## config.mk

```make
export PLATFORM = sky130hd
export DESIGN_NAME = regfile_wb_arbiter
export DESIGN_NICKNAME = d
export VERILOG_FILES = /design/src/rtl/core_pkg.sv /design/src/rtl/wb_skid_fifo.sv /design/src/rtl/regfile_wb_arbiter.sv
export SDC_FILE = /design/constraint.sdc
export NUM_CORES = 1
export LEC_CHECK = 0
export ABC_AREA = 1
export CORE_AREA = 10 10 126 128
export CTS_CLUSTER_DIAMETER = 40
export DETAILED_ROUTE_END_ITERATION = 8
export DIE_AREA = 0 0 136 138
export MAX_ROUTING_LAYER = met4
export PLACE_DENSITY = 0.6
export SLEW_MARGIN = 10
export SYNTH_ARGS = -nofsm -noshare
export SYNTH_HDL_FRONTEND = slang
export SYNTH_SLANG_ARGS = --single-unit
```

## constraint.sdc

```tcl
create_clock -name clk -period 3.15 [get_ports clk]
set_input_delay 0.63 -clock clk [delete_from_list [all_inputs] [get_ports clk]]
set_output_delay 0.63 -clock clk [all_outputs]
set_load 0.01 [all_outputs]
```

## src/rtl/core_pkg.sv

```systemverilog
// Shared writeback definitions: default register-file geometry, the
// writeback request record and the arbiter grant-source encoding.
package core_pkg;

    localparam int unsigned DATA_WIDTH         = 32;
    localparam int unsigned REG_MEM_ADDR_WIDTH = 5;

    typedef struct packed {
        logic [REG_MEM_ADDR_WIDTH-1:0] addr;
        logic [DATA_WIDTH-1:0]         data;
    } wb_req_t;

    typedef enum logic [1:0] {
        GNT_NONE = 2'd0,
        GNT_PIPE = 2'd1,
        GNT_AUX  = 2'd2
    } wb_gnt_e;

endpackage : core_pkg

```

## src/rtl/wb_skid_fifo.sv

```systemverilog
// Two-entry FIFO buffering long-latency writeback requests.
// A push is refused while full (even with a simultaneous pop); a pop on an
// empty FIFO is ignored, so a push into an empty FIFO is never popped in the
// same cycle.
module wb_skid_fifo
    import core_pkg::*;
#(
    parameter type T = wb_req_t
)(
    input  logic       clk,
    input  logic       rst_n,
    input  logic       i_push,
    input  T           i_din,
    input  logic       i_pop,
    output T           o_head,
    output logic [1:0] o_count,
    output logic       o_full,
    output logic       o_empty
);

    T           r_mem [2];
    logic       r_wptr;
    logic       r_rptr;
    logic [1:0] r_count;

    logic       w_push;
    logic       w_pop;

    assign w_push  = i_push && (r_count != 2'd2);
    assign w_pop   = i_pop  && (r_count != 2'd0);

    assign o_head  = r_mem[r_rptr];
    assign o_count = r_count;
    assign o_full  = (r_count == 2'd2);
    assign o_empty = (r_count == 2'd0);

    // Storage array; contents are don't-care until written, so no reset.
    always_ff @(posedge clk) begin
        if (w_push) begin
            r_mem[r_wptr] <= i_din;
        end
    end

    // Pointer and occupancy bookkeeping; pointers wrap modulo 2.
    always_ff @(posedge clk or negedge rst_n) begin
        if (!rst_n) begin
            r_wptr  <= 1'b0;
            r_rptr  <= 1'b0;
            r_count <= '0;
        end else begin
            if (w_push) begin
                r_wptr <= ~r_wptr;
            end
            if (w_pop) begin
                r_rptr <= ~r_rptr;
            end
            case ({w_push, w_pop})
                2'b10:   r_count <= r_count + 2'd1;
                2'b01:   r_count <= r_count - 2'd1;
                default: r_count <= r_count;
            endcase
        end
    end

endmodule : wb_skid_fifo

```

## src/rtl/regfile_wb_arbiter.sv

```systemverilog
// Register-file writeback arbiter: merges the main pipeline writeback with a
// buffered long-latency (aux) writeback stream onto one registered write port.
// Pipeline always wins; aux requests wait in a 2-entry FIFO.
// Optional feature macro WB_ARB_STARVE_GUARD_EN: after STARVE_LIMIT
// consecutive cycles of the pipeline beating a waiting aux request, the
// pipeline is stalled for one grant so the aux head can drain.
module regfile_wb_arbiter
    import core_pkg::*;
#(
    parameter int unsigned DATA_WIDTH         = core_pkg::DATA_WIDTH,
    parameter int unsigned REG_MEM_ADDR_WIDTH = core_pkg::REG_MEM_ADDR_WIDTH,
    parameter int unsigned STARVE_LIMIT       = 4
)(
    input  logic                          clk,
    input  logic                          rst_n,
    input  logic                          pipe_valid_i,
    input  logic [REG_MEM_ADDR_WIDTH-1:0] pipe_addr_i,
    input  logic [DATA_WIDTH-1:0]         pipe_data_i,
    output logic                          pipe_ready_o,
    input  logic                          aux_valid_i,
    input  logic [REG_MEM_ADDR_WIDTH-1:0] aux_addr_i,
    input  logic [DATA_WIDTH-1:0]         aux_data_i,
    output logic                          aux_ready_o,
    output logic                          wr_en_o,
    output logic [REG_MEM_ADDR_WIDTH-1:0] wr_addr_o,
    output logic [DATA_WIDTH-1:0]         wr_data_o,
    output logic [1:0]                    aux_count_o
);

    typedef struct packed {
        logic [REG_MEM_ADDR_WIDTH-1:0] addr;
        logic [DATA_WIDTH-1:0]         data;
    } req_t;

    req_t                          w_aux_req;
    req_t                          w_fifo_head;
    req_t                          w_sel_req;
    logic [1:0]                    w_fifo_count;
    logic                          w_fifo_full;
    logic                          w_fifo_empty;
    logic                          w_pipe_ready;
    wb_gnt_e                       w_gnt;

    logic                          r_wr_en;
    logic [REG_MEM_ADDR_WIDTH-1:0] r_wr_addr;
    logic [DATA_WIDTH-1:0]         r_wr_data;

    assign w_aux_req.addr = aux_addr_i;
    assign w_aux_req.data = aux_data_i;

    wb_skid_fifo #(
        .T (req_t)
    ) u_aux_fifo (
        .clk     (clk),
        .rst_n   (rst_n),
        .i_push  (aux_valid_i),
        .i_din   (w_aux_req),
        .i_pop   (w_gnt == GNT_AUX),
        .o_head  (w_fifo_head),
        .o_count (w_fifo_count),
        .o_full  (w_fifo_full),
        .o_empty (w_fifo_empty)
    );

`ifdef WB_ARB_STARVE_GUARD_EN
    localparam int unsigned CNT_W = $clog2(STARVE_LIMIT + 1);

    logic [CNT_W-1:0] r_starve_cnt;
    logic             r_force;

    assign w_pipe_ready = ~r_force;

    // Count consecutive cycles a waiting aux entry loses to the pipeline;
    // arm the force flag on the cycle the count reaches STARVE_LIMIT.
    always_ff @(posedge clk or negedge rst_n) begin
        if (!rst_n) begin
            r_starve_cnt <= '0;
            r_force      <= 1'b0;
        end else begin
            if ((w_gnt == GNT_AUX) || w_fifo_empty) begin
                r_starve_cnt <= '0;
            end else if (w_gnt == GNT_PIPE) begin
                r_starve_cnt <= r_starve_cnt + CNT_W'(1);
            end
            if (w_gnt == GNT_AUX) begin
                r_force <= 1'b0;
            end else if ((w_gnt == GNT_PIPE) && !w_fifo_empty &&
                         (r_starve_cnt == CNT_W'(STARVE_LIMIT - 1))) begin
                r_force <= 1'b1;
            end
        end
    end
`else
    logic w_unused_starve_limit;

    assign w_unused_starve_limit = ^STARVE_LIMIT;
    assign w_pipe_ready          = 1'b1;
`endif

    // Grant selection: accepted pipeline request first, then FIFO head.
    always_comb begin
        w_gnt     = GNT_NONE;
        w_sel_req = w_fifo_head;
        if (pipe_valid_i && w_pipe_ready) begin
            w_gnt          = GNT_PIPE;
            w_sel_req.addr = pipe_addr_i;
            w_sel_req.data = pipe_data_i;
        end else if (!w_fifo_empty) begin
            w_gnt = GNT_AUX;
        end
    end

    // Registered write port; a grant to register 0 is consumed without a write.
    always_ff @(posedge clk or negedge rst_n) begin
        if (!rst_n) begin
            r_wr_en   <= 1'b0;
            r_wr_addr <= '0;
            r_wr_data <= '0;
        end else begin
            r_wr_en <= 1'b0;
            if (w_gnt != GNT_NONE) begin
                r_wr_en   <= (w_sel_req.addr != '0);
                r_wr_addr <= w_sel_req.addr;
                r_wr_data <= w_sel_req.data;
            end
        end
    end

    assign pipe_ready_o = w_pipe_ready;
    assign aux_ready_o  = ~w_fifo_full;
    assign aux_count_o  = w_fifo_count;
    assign wr_en_o      = r_wr_en;
    assign wr_addr_o    = r_wr_addr;
    assign wr_data_o    = r_wr_data;

endmodule : regfile_wb_arbiter
```

==> run metrics <==
status=finished, final reports clean; setup TNS=0 ps; Critical-path top delay cell=clkdlybuf4s50_1; reg-to-reg endpoint=u_aux_fifo.o_count[1]; slowest stage delay, CP=550 ps; Synth cell types=20; dominant synthesized flop cell=edfxtp_1; initial antenna violation count=1; Setup Buffers After CTS=0; worst vdd ir=462 uV; Num CTS Buffers=17; post-synth top area cell=edfxtp_1; die area=18800 um^2; Critical Path RT=2520 ps; Post-synth EDFFs=74; Switching Share=29.8%; Syn Nets=465; most common cell in the synthesized netlist=nand2_1; Synth area leaders=edfxtp_1 49%, dfrtp_1 23%, nand2_1 9.5%; Post-synth top cells=115 x nand2_1, 74 x edfxtp_1, 42 x dfrtp_1; Synthesis Warnings=0; Critical R2R Launch=u_aux_fifo.o_count[0]; wirelength, routed=11900 um; # port buffers=118; crit end category=output pin; Hold WC Path Type=in -> async; IO Pins=120; delay-heaviest family, CP=buffers and inverters; fmax=439 MHz; post-synth top area share=48.8%; Die W=136 um; Final setup viols=0; Leakage=2.50 nW; global placer's final weighted congestion=0.743; via count=3285; Worst Path Buf+Inv=2; CP Max Fanout=7; Worst Skew=13.5 ps; num rows=43; area grow syn2layout=43.5%; Final Hold Viols=0; Die Y=138 um; Seq cells post-synth=116; Vias/cell=4.67; Longest Clk Path Bufs=2; PnR Total Power=5.96 mW; first-pass GRT wire length=18500 um; Int Power=4.19 mW; Post-CTS Hold Buffers=0; crit share post-route=72.4%; fin worst setup slack=870 ps; Iter 0 DRT Violations=166; Comb power frac=29.2%; share of layout cells above drive strength 1=12.5%; critical-path cell list=inv_1 -> nand2_1 -> clkdlybuf4s50_1; initial core utilization=33.7%; NumNets Final=588; vias in the first global route=3467; slack of the worst reg-to-reg path=910 ps; Clock Tree Root=clkbuf_16; Setup CP Type=reg -> out; Critical Path AT=1650 ps; startpoint types=flip-flop; Avg WL per Cell=16.9 um; worst-skew pair later-pin latency=410 ps; Mapped Area=4560 um^2; CTS tree=yes; DRT antenna net count=0; mean area per synthesized cell=11.8 um^2; CTS resizes=0; Post-synth ARST share=36.2%; largest net degree at the start of global routing=43; grt ovf=0; Seq/Total Area, Yosys=71.8%; hold_ws=395 ps; GRT Overall Usage=13.0%; clock-pin slew on the worst setup and hold paths=50 ps; RSZ-0062 raised after global routing=false; P_sw=1.77 mW; Post-Place Worst Slack=780 ps; DRT Pass-1 Iters=5; pwr/cell area=912 nW/um^2; fillers=1189; Clk network pwr share=32.1%; actual transition at the worst max-transition pin=999 ps; Slew headroom=33.4%; Final HPWL DP=8160 um; TritonCTS Sinks=116; R2R cell count=6; fin crit period=2280 ps; CTS HTree Levels=4; Pins Over Slew Limit=0; sequential share of power=38.7%; Max Cap Viol=0; Syn Inst Count=386; Core Region=13500 um^2; drt drc=0
==> placed cells by master (no fill, tap or decap), types with 2 or more instances in the layout <==
cell type,Yosys,final
xnor2_1,2,2
clkbuf_8,0,3
clkbuf_1,6,2
buf_4,6,6
nand2_1,115,115
nor2_1,20,18
nor2_4,0,2
a21oi_1,32,32
clkdlybuf4s50_1,0,116
inv_1,5,5
or2_2,20,20
nand3_1,6,6
o211ai_1,17,17
clkbuf_16,0,18
bufinv_16,0,2
clkinv_2,0,5
edfxtp_1,74,74
buf_12,0,2
dfrtp_1,42,42
buf_2,10,2
clkinvlp_4,0,2
o21ai_0,25,25
==> worst max path at each step <==
stage,cells after the start,start,to
after global routing,6,u_aux_fifo.o_count[0],u_aux_fifo.o_count[1]
after global placement,4,aux_valid_i,u_aux_fifo.r_mem[1][31]
after CTS,3,u_aux_fifo.o_count[0],aux_ready_o
final,3,u_aux_fifo.o_count[0],aux_ready_o
after detailed placement,4,aux_valid_i,u_aux_fifo.r_mem[1][22]
after floorplan,5,u_aux_fifo.o_count[0],u_aux_fifo.r_mem[1][0]
==> stage by stage <==
step,utilization (%),cells,instance area [um^2]
6_report,48.4,703,6540
5_1_grt,48.4,703,6540
4_1_cts,48.4,702,6530
3_5_place_dp,43.9,670,5930
3_3_place_gp,43.9,670,5930
2_1_floorplan,-,386,4560
==> worst reg2reg max path, stage by stage, from the launching register on <==
cell     delay, ps
dfrtp_1        470
o21ai_2        760
inv_1          110
ha_1           350
a21oi_1        140
o21ai_0        140
xnor2_1        150
==> kinds of logic after synthesis <==
kind of cell | synth area share (%)
adders and majority gates | 0.275
xor gates and xnor gates | 0.577
other | 0.0823
and+or+nand+nor | 14.9
buffers and inverters | 3.08
AOI/OAI and AO/OA | 9.26
DFF | 71.8
==> registers in the layout (all words and copies together) (netlist names) <==
register,flops
u_aux_fifo.o_count,2
u_aux_fifo.r_mem,74
u_aux_fifo.r_rptr,1
u_aux_fifo.r_wptr,1
wr_addr_o,5
wr_data_o,32
wr_en_o,1
==> layout make-up <==
cell class	count	area (um^2)	area share, %
repair buffers	126	1260	19.2
diodes	1	2.50	0.0383
clock buffers	23	499	7.64
multi-input cells	242	1160	17.7
well taps	180	225	3.45
inverters	6	22.5	0.345
flip-flops and latches	116	3270	50.1
clock inverters	9	100	1.53
==> power by group through the flow <==
stage	sequential, mW	combinational, mW	clock (mW)
floorplan	2.41	0.794	0
global placement	2.32	1.75	0
detailed placement	2.34	1.77	0
CTS	2.31	1.78	1.94
global route	2.36	1.94	2.01
finish	2.31	1.74	1.91
==> layer usage <==
metal	GRT usage, %	vias to the layer above	share of wire [%]
met4	4.77	0	1.3
met2	21.3	96	51
li1	-	1576	-
met5	-	-	0
met1	14.7	1607	42
met3	3.91	6	5.7
Power figures use the tool's default switching activity.
